$ cat src/rtl/reciprocal_float_cu.sv
// Sequencer for the single-precision reciprocal datapath: capture, exponent rewrite, CORDIC run, done/div-zero.
// Define RECIP_CU_TIMEOUT_EN to add a watchdog that aborts a CORDIC run stuck in WAIT.
module reciprocal_float_cu #(
  parameter int TIMEOUT_CYCLES = 64,
  parameter int CNT_WIDTH      = 7
) (
  input  logic clk,
  input  logic rst,
  input  logic start,
  input  logic zero_flag,
  input  logic done_cordic,
  output logic loadE,
  output logic loadM,
  output logic loadS,
  output logic selE,
  output logic start_cordic,
  output logic busy,
  output logic ready,
  output logic done,
  output logic div_zero,
  output logic timeout
);

  typedef enum logic [3:0] {
    S_IDLE, S_LOAD, S_CHECK, S_EXP, S_LAUNCH, S_WAIT, S_FIN, S_ZERO, S_TOUT
  } state_t;

  if ((1 << CNT_WIDTH) <= TIMEOUT_CYCLES) begin : g_bad_cfg
    $error("CNT_WIDTH too narrow for TIMEOUT_CYCLES");
  end

  state_t state_q, state_d;
  logic   load_e_q, load_e_d;
  logic   load_m_q, load_m_d;
  logic   load_s_q, load_s_d;
  logic   sel_e_q, sel_e_d;
  logic   start_cordic_q, start_cordic_d;
  logic   busy_q, busy_d;
  logic   ready_q, ready_d;
  logic   done_q, done_d;
  logic   div_zero_q, div_zero_d;

`ifdef RECIP_CU_TIMEOUT_EN
  logic [CNT_WIDTH-1:0] cnt_q, cnt_d, cnt_inc;
  logic                 timeout_q, timeout_d;
  logic                 wd_expired;

  assign cnt_inc    = cnt_q + CNT_WIDTH'(1);
  assign wd_expired = (cnt_inc == CNT_WIDTH'(TIMEOUT_CYCLES));

  // Counter restarts as the FSM enters WAIT and counts every WAIT cycle.
  always_comb begin
    cnt_d = cnt_q;
    if (state_q == S_LAUNCH) begin
      cnt_d = '0;
    end else if (state_q == S_WAIT) begin
      cnt_d = cnt_inc;
    end
  end
`endif

  always_comb begin
    state_d = state_q;
    case (state_q)
      S_IDLE:   if (start) state_d = S_LOAD;
      S_LOAD:   state_d = S_CHECK;
      S_CHECK:  state_d = zero_flag ? S_ZERO : S_EXP;
      S_EXP:    state_d = S_LAUNCH;
      S_LAUNCH: state_d = S_WAIT;
      S_WAIT: begin
        if (done_cordic) begin
          state_d = S_FIN;
`ifdef RECIP_CU_TIMEOUT_EN
        end else if (wd_expired) begin
          state_d = S_TOUT;
`endif
        end
      end
      default:  state_d = S_IDLE;
    endcase
  end

  // Outputs are decoded from the next state and registered, so they track state_q exactly.
  always_comb begin
    load_e_d       = (state_d == S_LOAD) || (state_d == S_EXP);
    load_m_d       = (state_d == S_LOAD);
    load_s_d       = (state_d == S_LOAD);
    sel_e_d        = (state_d == S_LOAD);
    start_cordic_d = (state_d == S_LAUNCH);
    busy_d         = (state_d != S_IDLE);
    ready_d        = (state_d == S_IDLE);
    done_d         = (state_d == S_FIN) || (state_d == S_ZERO) || (state_d == S_TOUT);
    div_zero_d     = (state_d == S_ZERO);
`ifdef RECIP_CU_TIMEOUT_EN
    timeout_d      = (state_d == S_TOUT);
`endif
  end

  always_ff @(posedge clk or negedge rst) begin
    if (!rst) begin
      state_q        <= S_IDLE;
      load_e_q       <= 1'b0;
      load_m_q       <= 1'b0;
      load_s_q       <= 1'b0;
      sel_e_q        <= 1'b0;
      start_cordic_q <= 1'b0;
      busy_q         <= 1'b0;
      ready_q        <= 1'b1;
      done_q         <= 1'b0;
      div_zero_q     <= 1'b0;
`ifdef RECIP_CU_TIMEOUT_EN
      cnt_q          <= '0;
      timeout_q      <= 1'b0;
`endif
    end else begin
      state_q        <= state_d;
      load_e_q       <= load_e_d;
      load_m_q       <= load_m_d;
      load_s_q       <= load_s_d;
      sel_e_q        <= sel_e_d;
      start_cordic_q <= start_cordic_d;
      busy_q         <= busy_d;
      ready_q        <= ready_d;
      done_q         <= done_d;
      div_zero_q     <= div_zero_d;
`ifdef RECIP_CU_TIMEOUT_EN
      cnt_q          <= cnt_d;
      timeout_q      <= timeout_d;
`endif
    end
  end

  assign loadE        = load_e_q;
  assign loadM        = load_m_q;
  assign loadS        = load_s_q;
  assign selE         = sel_e_q;
  assign start_cordic = start_cordic_q;
  assign busy         = busy_q;
  assign ready        = ready_q;
  assign done         = done_q;
  assign div_zero     = div_zero_q;
`ifdef RECIP_CU_TIMEOUT_EN
  assign timeout      = timeout_q;
`else
  assign timeout      = 1'b0;
`endif

endmodule

$ cat config.mk
export PLATFORM = sky130hd
export DESIGN_NAME = reciprocal_float_cu
export DESIGN_NICKNAME = d
export VERILOG_FILES = /design/src/rtl/reciprocal_float_cu.sv
export SDC_FILE = /design/constraint.sdc
export NUM_CORES = 1
export LEC_CHECK = 0
export ABC_AREA = 1
export ABC_CLOCK_PERIOD_IN_PS = 1100
export CAP_MARGIN = 20
export CORE_AREA = 2 2 39 41
export CTS_CLUSTER_DIAMETER = 200
export DETAILED_ROUTE_END_ITERATION = 12
export DIE_AREA = 0 0 41 43
export PLACE_DENSITY = 0.67
export SLEW_MARGIN = 20
export SYNTH_ARGS = -nofsm -noshare
export SYNTH_HDL_FRONTEND = slang
export SYNTH_SLANG_ARGS = --single-unit
$ cat constraint.sdc
create_clock -name clk -period 1.1 [get_ports clk]
set_clock_uncertainty 0.1 [all_clocks]
set_input_delay 0.165 -clock clk [delete_from_list [all_inputs] [get_ports clk]]
set_output_delay 0.165 -clock clk [all_outputs]
set_load 0.05 [all_outputs]
## Word level (Yosys, flattened, before mapping)

Index checks and enable logic that the tools add are counted.

- Bitwise gates (word level): 0
- Reductions and logical operators: 6
- Multiply operators: 0
- Eq/ne operators: 11
- Shift operators: 0
- Multiplexer cells: 4
- $lt $le $gt $ge: 0
- Divide/modulo/power cells: 0
- Add/sub/neg operators: 0

Operators with widths:

| kind | count |
|---|---|
| $pmux W4 S6 | 1 |
| $eq A4 B3 Y1 const B | 5 |
| $eq A4 B2 Y1 const B | 3 |
| $eq A4 B1 Y1 const B | 2 |
| $logic_not A4 Y1 | 2 |
| $mux W4 | 2 |
| $eq A4 B4 Y1 const B | 1 |
| $reduce_bool A4 Y1 | 1 |
| $logic_or A1 B1 Y1 | 3 |
| $mux W3 | 1 |

- Bits in registers: 11
- Memory bits (writable): 0
- Logic and storage cells: 29
- Memories kept: 0
- ROM bits: 0
- Input bits: 5
- Latch bits: 0
- Output and inout port bits: 10

## Longest topological paths before layout

Gate-level depths: netlist of run 1.

- Depth in word-level cells: 5
- Mapped depth: 7
- Mapped depth without buffers: 7

## Worst setup path before layout of run 1

Ideal clock, no wire load.

- Kind: reg-to-output
- Start point: register selE (netlist name)
- End point: output loadS
- Setup slack: -0.070 ns
- Stages on the path, launching flop included: 2
- Arrival: 0.905 ns
- Buffers on the path: 1
- Cells stage by stage: dfrtp_1 -> buf_4

RTL lines:

| item | line | RTL |
|---|---|---|
| end: declaration | 14 | `output logic loadS,` |

## Worst setup path in the final report of run 1

- Start point: register ready_q, in the netlist ready
- End point: output ready

RTL lines:

| item | line | RTL |
|---|---|---|
| start: declaration | 39 | `logic ready_q, ready_d;` |
| start signal: assignment | 123 | `ready_q <= ready_d;` |
| end: declaration | 18 | `output logic ready,` |

No word-level cell between the ends.

==> results.toml, run 1 <==
[outcome]
status = "complete, but fails checks"
violations = "setup timing"

[worst_setup_path]
ff2ff_path_depth = 6
r2r_setup_slack_ns = -0.05
reg2reg_to = "busy$_DFF_PN0_"
critPathKind = "register to output port"
critPathBufInv = 1
start_kind = "register"
cp_cell_sequence = "buf_12"
end_kind = "output port"
critPathSlowestCell = "dfstp_2"
worstPathRequired_ns = 0.83
reg2reg_from = "state_q[1]$_DFF_PN0_"
path_max_fanout = 1
cp_top_family = "flip-flops"
worstPathArrival_ns = 0.95
cpPeakStageDelay_ns = 0.55

[routing]
routedWlPerCell_um = 10.3
viasPerCell = 4.35
via_count = 405
drtAntennaViolNets = 0
totalWireLength_um = 961
route.detailed.drc = 0
drtIter0Drc = 5
firstDrtPassIters = 4

[yosys]
synth_seq_cells = 11
synth_cell_types = 15
seq_area_frac_synth_pct = 57.6
ys_warn_count = 0
syn-mean-instance-area_um2 = 8.90
synth_top_area_cell = "dfrtp_1"
synthTopCellsByArea = "dfrtp_1, inv_1, nand2_1"
synth_top_area_share_pct = 52.1
postSynthCellCount = 54
netlist_area_um2 = 480

[layout]
drive_gt1_share_pct = 55.8
nets = 83
area_growth_pct = 72.4
post-route-util_pct = 59.9
n_antenna_cell = 0
fin_area_um2 = 828

[timing]
setup_viol = 9
period_share_pct = 111
rsz0062_at_grt = "true"
fin_crit_ns = 1.22
hold_viol = 0
final.setup.worst_slack_ns = -0.119
maxSlewViolCount = 0
holdWs_ns = 0.0706
setup_tns_ns = -0.418
max_freq_mhz = 820

[floorplan]
coreArea_um2 = 1380
die_area_um2 = 1760
initial_core_util_pct = 34.7
die_w_um = 41
placementRows = 14
chipHeight_um = 43
ioPinCount = 15

[global_route]
track_usage_pct = 13.2
grt_pass1_wl_um = 1500
antenna_found_initial = 0
grt_max_degree = 12
grt_pass1_vias = 377
overflow = 0

[cts]
cts_tree = "built"
clk_pin_slew_ns = 0.07
cts_made_buffers = 3
cts_max_level = 1
clock-sinks = 11
root_buffer = "clkbuf_4"
cts_buffer_depth = 2
clock_latency_ns = 0.28

[place]
routabilityCongestion = 0.850
io_buffers = 13
place_area_um2 = 718
dp_hpwl_um = 661
dp_slack_ns = -0.181

[power]
p_leak_nw = 0.421
vdd_drop_max_mv = 1.10
power_density_nw_per_um2 = 1930

[hold_path]
hold_class = "input pin to async pin"

[job]
cap_violations = 0
## registers in the layout, indices dropped and copies added, names as in the netlist
name	flops
ready	1
busy	1
selE	1
done	1
div_zero	1
loadE	1
state_q	4
start_cordic	1
## cell usage after synthesis
| cell | n |
|---|---|
| nor2_2 | 2 |
| buf_4 | 3 |
| dfrtp_1 | 10 |
| dfstp_2 | 1 |
| a21oi_1 | 2 |
| nand2_2 | 4 |
| conb_1 | 1 |
| nor3_1 | 1 |
| nor4_1 | 1 |
| inv_1 | 9 |
| nand3_1 | 3 |
| nand3_2 | 1 |
| nand2_1 | 8 |
| nor2_1 | 6 |
| inv_2 | 2 |
## final cells by class
cell class	instances	area [um2]
Tap cell	16	20.0
Clock buffer	4	26.3
Fill cell	115	556
Sequential cell	11	280
Inverter	11	41.3
Multi-Input combinational cell	30	180
Timing Repair Buffer	21	280
## stage by stage
stage / total power [mW] / cells
floorplan: 0.893 / 55
global placement: 1.20 / 83
detailed placement: 1.22 / 83
CTS: 1.54 / 90
global route: 1.68 / 93
finish: 1.60 / 93
## routing by layer
metal	track usage [%]	up-vias	wire [um]
met2	21.9	13	538
li1	-	200	-
met1	13.1	188	331
met4	10.0	0	29
met5	0	-	0
met3	3.14	4	62
## worst reg2reg max path, delay by kind of cell, from the launching register on
kind,cells,cell delay (ns)
compound gates,1,0.12
simple gates,4,0.29
buf+inv,1,0.09
flops,1,0.44
## what timing repair did
action	4_1_cts	5_1_grt
resized for setup	7	7
hold buffers	0	0
gates cloned	0	0
buffers inserted	3	3
endpoints found under the setup margin	9	15
pin swaps	4	7
hold endpoints to repair	0	0
## cell families after synthesis
| group | count (synthesis) | share of synthesized area [%] |
|---|---|---|
| and+or+nand+nor | 26 | 26.3 |
| buffers and inverters | 14 | 13.3 |
| DFF | 11 | 57.6 |
| AOI/OAI and AO/OA | 2 | 2.08 |
| other | 1 | 0.781 |
## worst max-delay path by stage
stage | startpoint | cells past startpoint | end
after floorplan | state_q[0]$_DFF_PN0_ | 6 | busy$_DFF_PN0_
after global placement | zero_flag | 7 | busy$_DFF_PN0_
after detailed placement | start | 7 | busy$_DFF_PN0_
after CTS | ready$_DFF_PN1_ | 1 | ready
after global routing | ready$_DFF_PN1_ | 1 | ready
final | ready$_DFF_PN1_ | 1 | ready
## power breakdown
group          internal (mW)  leakage (nW)  switching (mW)
Clock                  0.141        0.0150           0.140
Combinational          0.359         0.267           0.389
Sequential             0.488         0.139          0.0809
Total                  0.988         0.421           0.610
## cell usage in the layout, fill, tap and decap left out
cell	n
clkdlybuf4s50_1	4
nor4_1	1
nor2_2	3
inv_1	7
clkbuf_1	1
nand2_2	6
nand3_2	2
dfrtp_1	7
conb_1	2
dfstp_2	1
clkbuf_4	3
a21oi_1	1
nand2_1	5
a21oi_2	1
inv_2	4
buf_4	8
nor3_2	1
nor2_4	1
nor2_1	4
nand2_4	1
buf_12	9
dfrtp_2	3
nand3_1	2
(Power assumes the default switching activity.)
==> run 2: changes to the inputs <==
--- a/config.mk
+++ b/config.mk
@@ -7,8 +7,9 @@
 export LEC_CHECK = 0
 export ABC_AREA = 1
 export ABC_CLOCK_PERIOD_IN_PS = 1100
-export CAP_MARGIN = 20
+export CAP_MARGIN = 10
 export CORE_AREA = 2 2 39 41
+export CTS_BUF_LIST = sky130_fd_sc_hd__clkbuf_4 sky130_fd_sc_hd__clkbuf_8
 export CTS_CLUSTER_DIAMETER = 200
 export DETAILED_ROUTE_END_ITERATION = 12
 export DIE_AREA = 0 0 41 43
==> results.toml, run 2 (same netlist as run 1, synthesis figures left out) <==
[outcome]
status = "complete, but fails checks"
violations = "setup timing"

[global_route]
grt_pass1_wl_um = 1500
grt_pass1_vias = 379
grt_max_degree = 12
antenna_found_initial = 0
track_usage_pct = 13.2
overflow = 0

[worst_setup_path]
end_kind = "output port"
crit_start = "ready$_DFF_PN1_"
r2r_setup_slack_ns = -0.05
cpPeakStageDelay_ns = 0.55
worstPathArrival_ns = 0.95
cp_top_family = "flip-flops"
critPathKind = "register to output port"
critPathSlowestCell = "dfstp_2"
critPathBufInv = 1
start_kind = "register"
ff2ff_path_depth = 6
worstPathRequired_ns = 0.83
cp_num_cells = 1
cp_cell_sequence = "buf_12"
path_max_fanout = 1
reg2reg_from = "state_q[1]$_DFF_PN0_"

[power]
vdd_drop_max_mv = 1.10
p_leak_nw = 0.424
internal_power_mw = 1.01
pwr-share-clk_pct = 18.9
power_density_nw_per_um2 = 1950
power_switching_mw = 0.605
seq_power_share_pct = 35.2
pwr-share-comb_pct = 45.9
switching_share_pct = 37.4

[timing]
period_share_pct = 111
max_freq_mhz = 821
hold_viol = 0
maxSlewViolCount = 0
setup_viol = 9
holdWs_ns = 0.0712
rsz0062_at_grt = "true"
final.setup.worst_slack_ns = -0.119
fin_crit_ns = 1.22

[cts]
cts_tree = "built"
cts_max_level = 1
cts_made_buffers = 3
ctsHoldBuffers = 0
root_buffer = "clkbuf_4"
clk_pin_slew_ns = 0.07
cts_buffer_depth = 2
clock_latency_ns = 0.28
clock-sinks = 11

[floorplan]
die_w_um = 41
die_area_um2 = 1760
initial_core_util_pct = 34.7
placementRows = 14
chipHeight_um = 43
coreArea_um2 = 1380
ioPinCount = 15

[layout]
nets = 83
area_growth_pct = 72.1
drive_gt1_share_pct = 55.8
largest_register_ffs = 4
top_register = "state_q"
final_common_cell = "buf_12"
final_cell_mix = "buf_12, buf_4, inv_1, dfrtp_1, nand2_2"
n_antenna_cell = 0
post-route-util_pct = 59.8

[place]
dp_hpwl_um = 661
io_buffers = 13
routabilityCongestion = 0.850

[routing]
totalWireLength_um = 945
drtIter0Drc = 5
route.detailed.drc = 0
viasPerCell = 4.33
firstDrtPassIters = 4
drtAntennaViolNets = 0
routedWlPerCell_um = 10.2
via_count = 403

[job]
cap_violations = 0

[hold_path]
hold_class = "input pin to async pin"
## run 2: changes by cell type in the layout (fill, tap and decap cells not counted)
cell	delta
clkbuf_1	-1
clkbuf_4	+1
nor3_1	+1
nor3_2	-1
## run 2: worst paths after layout
kind / endpoint
max in group asynchronous: ready$_DFF_PN1_
worst max register to register: busy$_DFF_PN0_
worst min register to register: selE$_DFF_PN0_
worst max-delay path: ready
worst min-delay path: div_zero$_DFF_PN0_
min in group clk: selE$_DFF_PN0_
## run 2: power groups by stage
stage	Sequential [mW]	Combinational (mW)	Clock, mW
after floorplan	0.705	0.188	0
after global placement	0.565	0.640	0
after detailed placement	0.572	0.648	0
after CTS	0.568	0.692	0.307
after global routing	0.574	0.789	0.335
final	0.570	0.742	0.305
## run 2: per-stage QoR
stage                     setup TNS (ns)  power (mW)  cells  cell area (um2)  setup slack, ns
final                             -0.407        1.62     93              827           -0.119
after global routing              -0.950        1.70     93              827           -0.129
after CTS                         -0.370        1.57     90              786           -0.121
after detailed placement          -0.602        1.22     83              718           -0.181
after global placement            -0.536        1.20     83              718           -0.143
after floorplan                        0       0.893     55              485           0.0471
## run 2: repair_timing
| item | in CTS | in global routing |
|---|---|---|
| gates resized for setup | 7 | 6 |
| endpoints found under the setup margin | 9 | 15 |
| gates cloned | 0 | 0 |
| pin swaps | 4 | 7 |
| buffers inserted | 3 | 3 |
## run 2: cell type report
| cell class | count | area [um2] |
|---|---|---|
| Timing Repair Buffer | 21 | 280 |
| Tap cell | 16 | 20.0 |
| Fill cell | 114 | 557 |
| Multi-Input combinational cell | 30 | 175 |
| Clock buffer | 4 | 30.0 |
| Sequential cell | 11 | 280 |
| Inverter | 11 | 41.3 |
## run 2: per-layer routing
metal / track usage, % / vias up / share of wire (%)
li1: - / 201 / -
met1: 13.1 / 185 / 35
met2: 21.9 / 13 / 55
met3: 3.14 / 4 / 6.6
met4: 10.0 / 0 / 3.1
met5: 0 / - / 0
